### src/rtl/md5_candidate_gen.sv
// md5_candidate_gen
//   Enumerates every fixed-length string over [CHAR_LO..CHAR_HI] as an odometer and
//   presents each one as a right-aligned message for an MD5 core. After the last
//   candidate (or an abort), it waits out the core pipeline (DRAIN) before flagging DONE.
//
// Ports
//   clk        : clock, rising edge
//   rst        : asynchronous active-high reset
//   start      : begin enumeration (sampled in IDLE/DONE)
//   stop       : abort enumeration (sampled in RUN)
//   cfg_len    : candidate length in characters, sampled with start
//   message    : candidate, character k at [8k+7:8k], zero above 8*len
//   length     : candidate length in bits
//   msg_valid  : message/length carry a new candidate this cycle
//   tag_valid  : msg_valid delayed LATENCY cycles (aligned with the hash output)
//   cand_count : candidates emitted since the last accepted start (saturating)
//   busy       : RUN or DRAIN
//   done       : DONE
//   cfg_err    : one-cycle pulse on a rejected start
`timescale 1ns/1ps
module md5_candidate_gen #(
    parameter int         MAX_LEN = 8,
    parameter logic [7:0] CHAR_LO = 8'h61,
    parameter logic [7:0] CHAR_HI = 8'h7A,
    parameter int         LATENCY = 66
) (
    input  logic         clk,
    input  logic         rst,
    input  logic         start,
    input  logic         stop,
    input  logic [5:0]   cfg_len,
    output logic [447:0] message,
    output logic [63:0]  length,
    output logic         msg_valid,
    output logic         tag_valid,
    output logic [63:0]  cand_count,
    output logic         busy,
    output logic         done,
    output logic         cfg_err
);

    localparam logic [1:0] ST_IDLE  = 2'd0;
    localparam logic [1:0] ST_RUN   = 2'd1;
    localparam logic [1:0] ST_DRAIN = 2'd2;
    localparam logic [1:0] ST_DONE  = 2'd3;

    localparam logic [15:0] DRAIN_LAST = 16'(LATENCY - 1);

    logic [1:0]         r_state;
    logic [5:0]         r_len;
    logic [447:0]       r_message;
    logic [63:0]        r_length;
    logic               r_msg_valid;
    logic [LATENCY-1:0] r_tag_sr;
    logic [63:0]        r_count;
    logic               r_busy;
    logic               r_done;
    logic               r_cfg_err;
    logic [15:0]        r_drain;

    logic [1:0]         w_state_d;
    logic               w_idle_or_done;
    logic               w_cfg_ok;
    logic               w_start_ok;
    logic [447:0]       w_load_msg;
    logic [447:0]       w_next_msg;
    logic               w_all_hi;
    logic               w_carry;
    logic [LATENCY-1:0] w_tag_next;

    assign w_idle_or_done = (r_state == ST_IDLE) || (r_state == ST_DONE);
    assign w_cfg_ok       = (cfg_len != 6'd0) && (int'(cfg_len) <= MAX_LEN);
    assign w_start_ok     = start && w_idle_or_done && w_cfg_ok;

    // Shift in at the bottom; the top bit is the tag output.
    assign w_tag_next = LATENCY'({r_tag_sr, r_msg_valid});

    // First candidate: all active positions at CHAR_LO.
    always_comb begin
        w_load_msg = '0;
        for (int k = 0; k < MAX_LEN; k++) begin
            if (k < int'(cfg_len)) begin
                w_load_msg[8*k +: 8] = CHAR_LO;
            end
        end
    end

    // Odometer step over the active positions; w_all_hi marks the terminal candidate.
    always_comb begin
        w_next_msg = '0;
        w_all_hi   = 1'b1;
        w_carry    = 1'b1;
        for (int k = 0; k < MAX_LEN; k++) begin
            if (k < int'(r_len)) begin
                if (r_message[8*k +: 8] != CHAR_HI) begin
                    w_all_hi = 1'b0;
                end
                if (w_carry) begin
                    if (r_message[8*k +: 8] == CHAR_HI) begin
                        w_next_msg[8*k +: 8] = CHAR_LO;
                    end else begin
                        w_next_msg[8*k +: 8] = r_message[8*k +: 8] + 8'd1;
                        w_carry              = 1'b0;
                    end
                end else begin
                    w_next_msg[8*k +: 8] = r_message[8*k +: 8];
                end
            end
        end
    end

    always_comb begin
        w_state_d = r_state;
        case (r_state)
            ST_IDLE, ST_DONE: if (w_start_ok) w_state_d = ST_RUN;
            ST_RUN:           if (w_all_hi || stop) w_state_d = ST_DRAIN;
            ST_DRAIN:         if (r_drain == DRAIN_LAST) w_state_d = ST_DONE;
            default:          w_state_d = ST_IDLE;
        endcase
    end

    always_ff @(posedge clk or posedge rst) begin
        if (rst) begin
            r_state     <= ST_IDLE;
            r_len       <= '0;
            r_message   <= '0;
            r_length    <= '0;
            r_msg_valid <= 1'b0;
            r_tag_sr    <= '0;
            r_count     <= '0;
            r_busy      <= 1'b0;
            r_done      <= 1'b0;
            r_cfg_err   <= 1'b0;
            r_drain     <= '0;
        end else begin
            r_state     <= w_state_d;
            r_busy      <= (w_state_d == ST_RUN) || (w_state_d == ST_DRAIN);
            r_done      <= (w_state_d == ST_DONE);
            r_cfg_err   <= start && w_idle_or_done && !w_cfg_ok;
            r_tag_sr    <= w_tag_next;
            r_msg_valid <= 1'b0;
            case (r_state)
                ST_IDLE, ST_DONE: begin
                    if (w_start_ok) begin
                        r_len       <= cfg_len;
                        r_message   <= w_load_msg;
                        r_length    <= {55'd0, cfg_len, 3'd0};
                        r_msg_valid <= 1'b1;
                        r_count     <= 64'd1;
                        r_drain     <= '0;
                    end
                end
                ST_RUN: begin
                    // Terminal candidate takes priority over stop; both end in DRAIN.
                    if (!w_all_hi && !stop) begin
                        r_message   <= w_next_msg;
                        r_msg_valid <= 1'b1;
                        if (r_count != '1) begin
                            r_count <= r_count + 64'd1;
                        end
                    end else begin
                        r_drain <= '0;
                    end
                end
                ST_DRAIN: r_drain <= r_drain + 16'd1;
                default: ;
            endcase
        end
    end

    assign message    = r_message;
    assign length     = r_length;
    assign msg_valid  = r_msg_valid;
    assign tag_valid  = r_tag_sr[LATENCY-1];
    assign cand_count = r_count;
    assign busy       = r_busy;
    assign done       = r_done;
    assign cfg_err    = r_cfg_err;

endmodule
### config.mk
export PLATFORM = sky130hd
export DESIGN_NAME = md5_candidate_gen
export DESIGN_NICKNAME = d
export VERILOG_FILES = /design/src/rtl/md5_candidate_gen.sv
export SDC_FILE = /design/constraint.sdc
export NUM_CORES = 1
export LEC_CHECK = 0
export CAP_MARGIN = 20
export CORE_AREA = 2 2 227 229
export CTS_CLUSTER_DIAMETER = 120
export DETAILED_ROUTE_END_ITERATION = 7
export DIE_AREA = 0 0 229 231
export GPL_TIMING_DRIVEN = 0
export MAX_ROUTING_LAYER = met4
export PLACE_DENSITY_LB_ADDON = 0.3
export SETUP_SLACK_MARGIN = 0.02
export SLEW_MARGIN = 5
export SYNTH_ARGS = -nofsm -noshare
export SYNTH_HDL_FRONTEND = slang
export SYNTH_SLANG_ARGS = --single-unit
### constraint.sdc
create_clock -name clk -period 21.1 [get_ports clk]
set_input_delay 3.165 -clock clk [delete_from_list [all_inputs] [get_ports clk]]
set_output_delay 3.165 -clock clk [all_outputs]
set_load 0.05 [all_outputs]
==> flow_summary.json <==
{
  "slew_margin_rel": 0.3779,
  "worst_setup_startpoint": "cfg_len[0]",
  "synth_largest_area_cell": "dfrtp_1",
  "grt_most_used_layer": "met2",
  "postCtsResizedCells": 0,
  "use_met1": 0.1829,
  "slew_viol_final": 0,
  "die-height_um": 231,
  "clock_insertion_delay_worst_skew_ps": 560,
  "cts_root_buf": "clkbuf_16",
  "cts.clk_slew.worst_paths_ps": 60,
  "path_buf_inv": 5,
  "critPathArrivalTime_ps": 7050,
  "class_of_the_most_critical_setup_path": "input port to flop",
  "max_cap_viol_count": 0,
  "critPathTopFamily": "buffers and inverters",
  "timing.critical_path.to": "cand_count[33]",
  "routedWlPerCell_um": 13.88,
  "ioPinCount": 591,
  "period_share": 0.3118,
  "track_usage": 0.1461,
  "total_number_of_vias": 12170,
  "routed_wirelength_um": 40420,
  "critical_path.max_fanout": 10,
  "largest_vdd_supply_drop_mv": 0.06107,
  "cts-hold-fix-buffers": 0,
  "clock_tree.htree_level_count": 1,
  "critical_path.slowest_cell": "or4_1",
  "crit_path_start_kind": "input port",
  "multiplexer_share_of_the_synthesized_area": 0.005328,
  "floorplan.rows": 83,
  "met3_usage": 0.03471,
  "setup_repair_bufs_after_cts": 0,
  "reg2reg_slack_ps": 16850,
  "report.final.setup_viol": 0,
  "die_outline_area_um2": 52900,
  "chipWidth_um": 229,
  "ys_async_sr_fraction": 1.000,
  "floorplan.core_area_um2": 50680,
  "synth_top_cells_by_count": "443 x buf_4, 222 x dfrtp_1, 125 x o21ai_0",
  "1st_iter_drt_viols": 686,
  "drt_first_pass_iters": 6,
  "crit_path_cell_trace": "clkdlybuf4s50_1 -> or4_1 -> a41oi_1 -> a21o_1 -> clkbuf_1 -> a41oi_1 -> a21oi_1 -> buf_2 -> buf_2 -> buf_2 -> o21ai_0 -> a21oi_1",
  "first_global_vias": 10540,
  "drc_errors": 0,
  "synth_simple_gate_area_frac": 0.1786,
  "critical_path_depth": 12,
  "rsz0062_at_grt": "no",
  "syn2layout_area_growth_pct": 35.44,
  "drive_above_1_share": 0.2362,
  "synth_fa_ha_area_frac": 0.01954,
  "synth.area.top_cells": "dfrtp_1 39%, buf_4 24%, o21ai_0 4.4%, nand3_1 3.4%, nand2_1 3.1%",
  "starting_density": 0.2780,
  "rr_endpoint": "message[58]",
  "place.gp.congestion": 0.8665,
  "synthMostInstantiatedCell": "buf_4",
  "final_worst_path_period_need_ps": 6579,
  "syn-cell-area_um2": 14090,
  "ys_warn_count": 0,
  "run_status": "completed",
  "final_core_utilization": 0.3766,
  "finalClockSkew_ps": 12.84,
  "cts_made_buffers": 28,
  "synth.avg_cell_area_um2": 8.873,
  "antenna_found_initial": 1,
  "endpoint_class_of_the_critical_path": "flop",
  "filler_cell_count": 5148,
  "grt_pass1_wl_um": 60750,
  "synth_compound_area_frac": 0.1431,
  "worst_r2r_path_depth": 11,
  "synth.lib_cells_used.distinct": 56,
  "power_density_nw_per_um2": 96.19,
  "worst_slew_pin_slew_ps": 933.2,
  "area_share_of_the_largest_cell_type_after_synthesis": 0.3943,
  "max_stage_delay_ps": 640,
  "data_required_critical_path_ps": 21570,
  "final.setup.tns_ps": 0,
  "route.antenna.remaining_nets": 0,
  "maximum_number_of_pins_on_one_net_before_global_route_repair": 104,
  "register_area_share_after_synthesis": 0.3943,
  "synth_top_family_by_area": "buffers and inverters",
  "achievable-frequency_mhz": 152.0,
  "critPathMostFrequentCell": "buf_2",
  "cts_sinks": 222,
  "gr-total-overflow": 0,
  "synth_enable_flop_cells": 0,
  "routed_via_count_divided_by_cell_count": 4.181,
  "syn_inst": 1588,
  "finalHoldViolations": 0,
  "portbufs": 147,
  "num-nets-final": 2242,
  "min-delay-path-class": "flop to flop",
  "cellLeakagePower_nw": 9.576,
  "detailed_place_hpwl_um": 30720,
  "use_met2": 0.2384,
  "clk_buf_depth": 3,
  "tritoncts_clock_tree": "done",
  "most_used_dff_post_synth": "dfrtp_1",
  "hp-start": "r_tag_sr[29]",
  "ys_seq_elements": 222,
  "reg2reg_from": "length[6]",
  "synthXorXnorAreaFrac": 0
}
==> power breakdown <==
| part | leakage, nW | total (mW) | switching, mW | internal (mW) |
|---|---|---|---|---|
| Clock | 0.453 | 0.487 | 0.192 | 0.295 |
| Combinational | 6.13 | 0.832 | 0.613 | 0.219 |
| Sequential | 3.00 | 0.517 | 0.0511 | 0.466 |
==> how the worst min path moves through the flow <==
stage	end	slack, ps	cells after the start
final	r_tag_sr[30]	350	0
after global routing	r_tag_sr[33]	350	0
after CTS	r_tag_sr[11]	350	0
after detailed placement	r_tag_sr[11]	330	0
after global placement	r_tag_sr[62]	330	0
after floorplan	r_tag_sr[10]	330	0
==> through the flow <==
| stage | instance area, um^2 | hold WS, ps | setup slack, ps | total power, mW | instances |
|---|---|---|---|---|---|
| after CTS | 19080 | 348.6 | 14480 | 1.850 | 2910 |
| after global placement | 18070 | 333.4 | 8498 | 1.343 | 2856 |
| after floorplan | 15750 | 331.2 | 11860 | 1.126 | 2029 |
| after detailed placement | 18140 | 334.7 | 13920 | 1.353 | 2859 |
| final | 19080 | 345.8 | 14520 | 1.836 | 2912 |
| after global routing | 19080 | 351.0 | 14260 | 1.937 | 2912 |
==> sequential cells by signal, summed over array words and instances, names as in the netlist, 2 cells and up <==
name / count
length: 6
r_drain: 16
r_state: 2
cand_count: 64
r_tag_sr: 66
message: 64
==> layout by cell type (no fill, tap or decap), types with 4 or more instances in the layout <==
cell	count
nand2_1	117
and3_1	27
clkbuf_8	4
clkinv_2	4
ha_1	22
o31ai_1	40
a21o_1	7
a21oi_1	53
nor3_1	26
clkbuf_16	28
and2_1	9
a22oi_1	4
o21ai_0	125
inv_1	31
nand4_1	33
or3_1	13
clkbuf_1	41
buf_2	11
o21a_1	11
o41ai_2	6
a22o_1	7
nor2b_1	12
o41ai_1	12
dfrtp_1	222
or4_1	28
buf_4	443
conb_1	442
nand3_1	96
and4_1	4
o211ai_1	9
nor4_1	15
a31oi_1	17
mux2_2	4
clkdlybuf4s50_1	147
or2_2	6
nand2b_1	10
nor2_1	92
==> kinds of logic after synthesis <==
kind of cell | after synthesis
other | 1
flip-flops | 222
buffers and inverters | 523
AO/OA/AOI/OAI | 314
multiplexers | 7
adder cells (fa/ha/maj) | 22
AND/OR/NAND/NOR | 499
==> area by class of cell <==
| type | instances | area (um^2) | area share |
|---|---|---|---|
| multi-input cells | 1284 | 6543 | 0.3428 |
| flip-flops and latches | 222 | 5555 | 0.2911 |
| plain buffers | 491 | 3527 | 0.1848 |
| repair buffers | 151 | 1541 | 0.08078 |
| well taps | 680 | 850.8 | 0.04458 |
| clock buffers | 40 | 785.8 | 0.04117 |
| clock inverters | 11 | 150.1 | 0.007868 |
| inverters | 32 | 127.6 | 0.006688 |
| diodes | 1 | 2.502 | 0.0001311 |
==> routing by layer <==
| layer | vias up | wire length (um) | part of all wire |
|---|---|---|---|
| met5 | - | 0 | 0 |
| met4 | 0 | 627 | 0.016 |
| met3 | 46 | 3041 | 0.075 |
| met2 | 433 | 19890 | 0.49 |
| met1 | 5754 | 16860 | 0.42 |
| li1 | 5941 | - | - |
No activity file was read; power rests on OpenSTA's default activity.
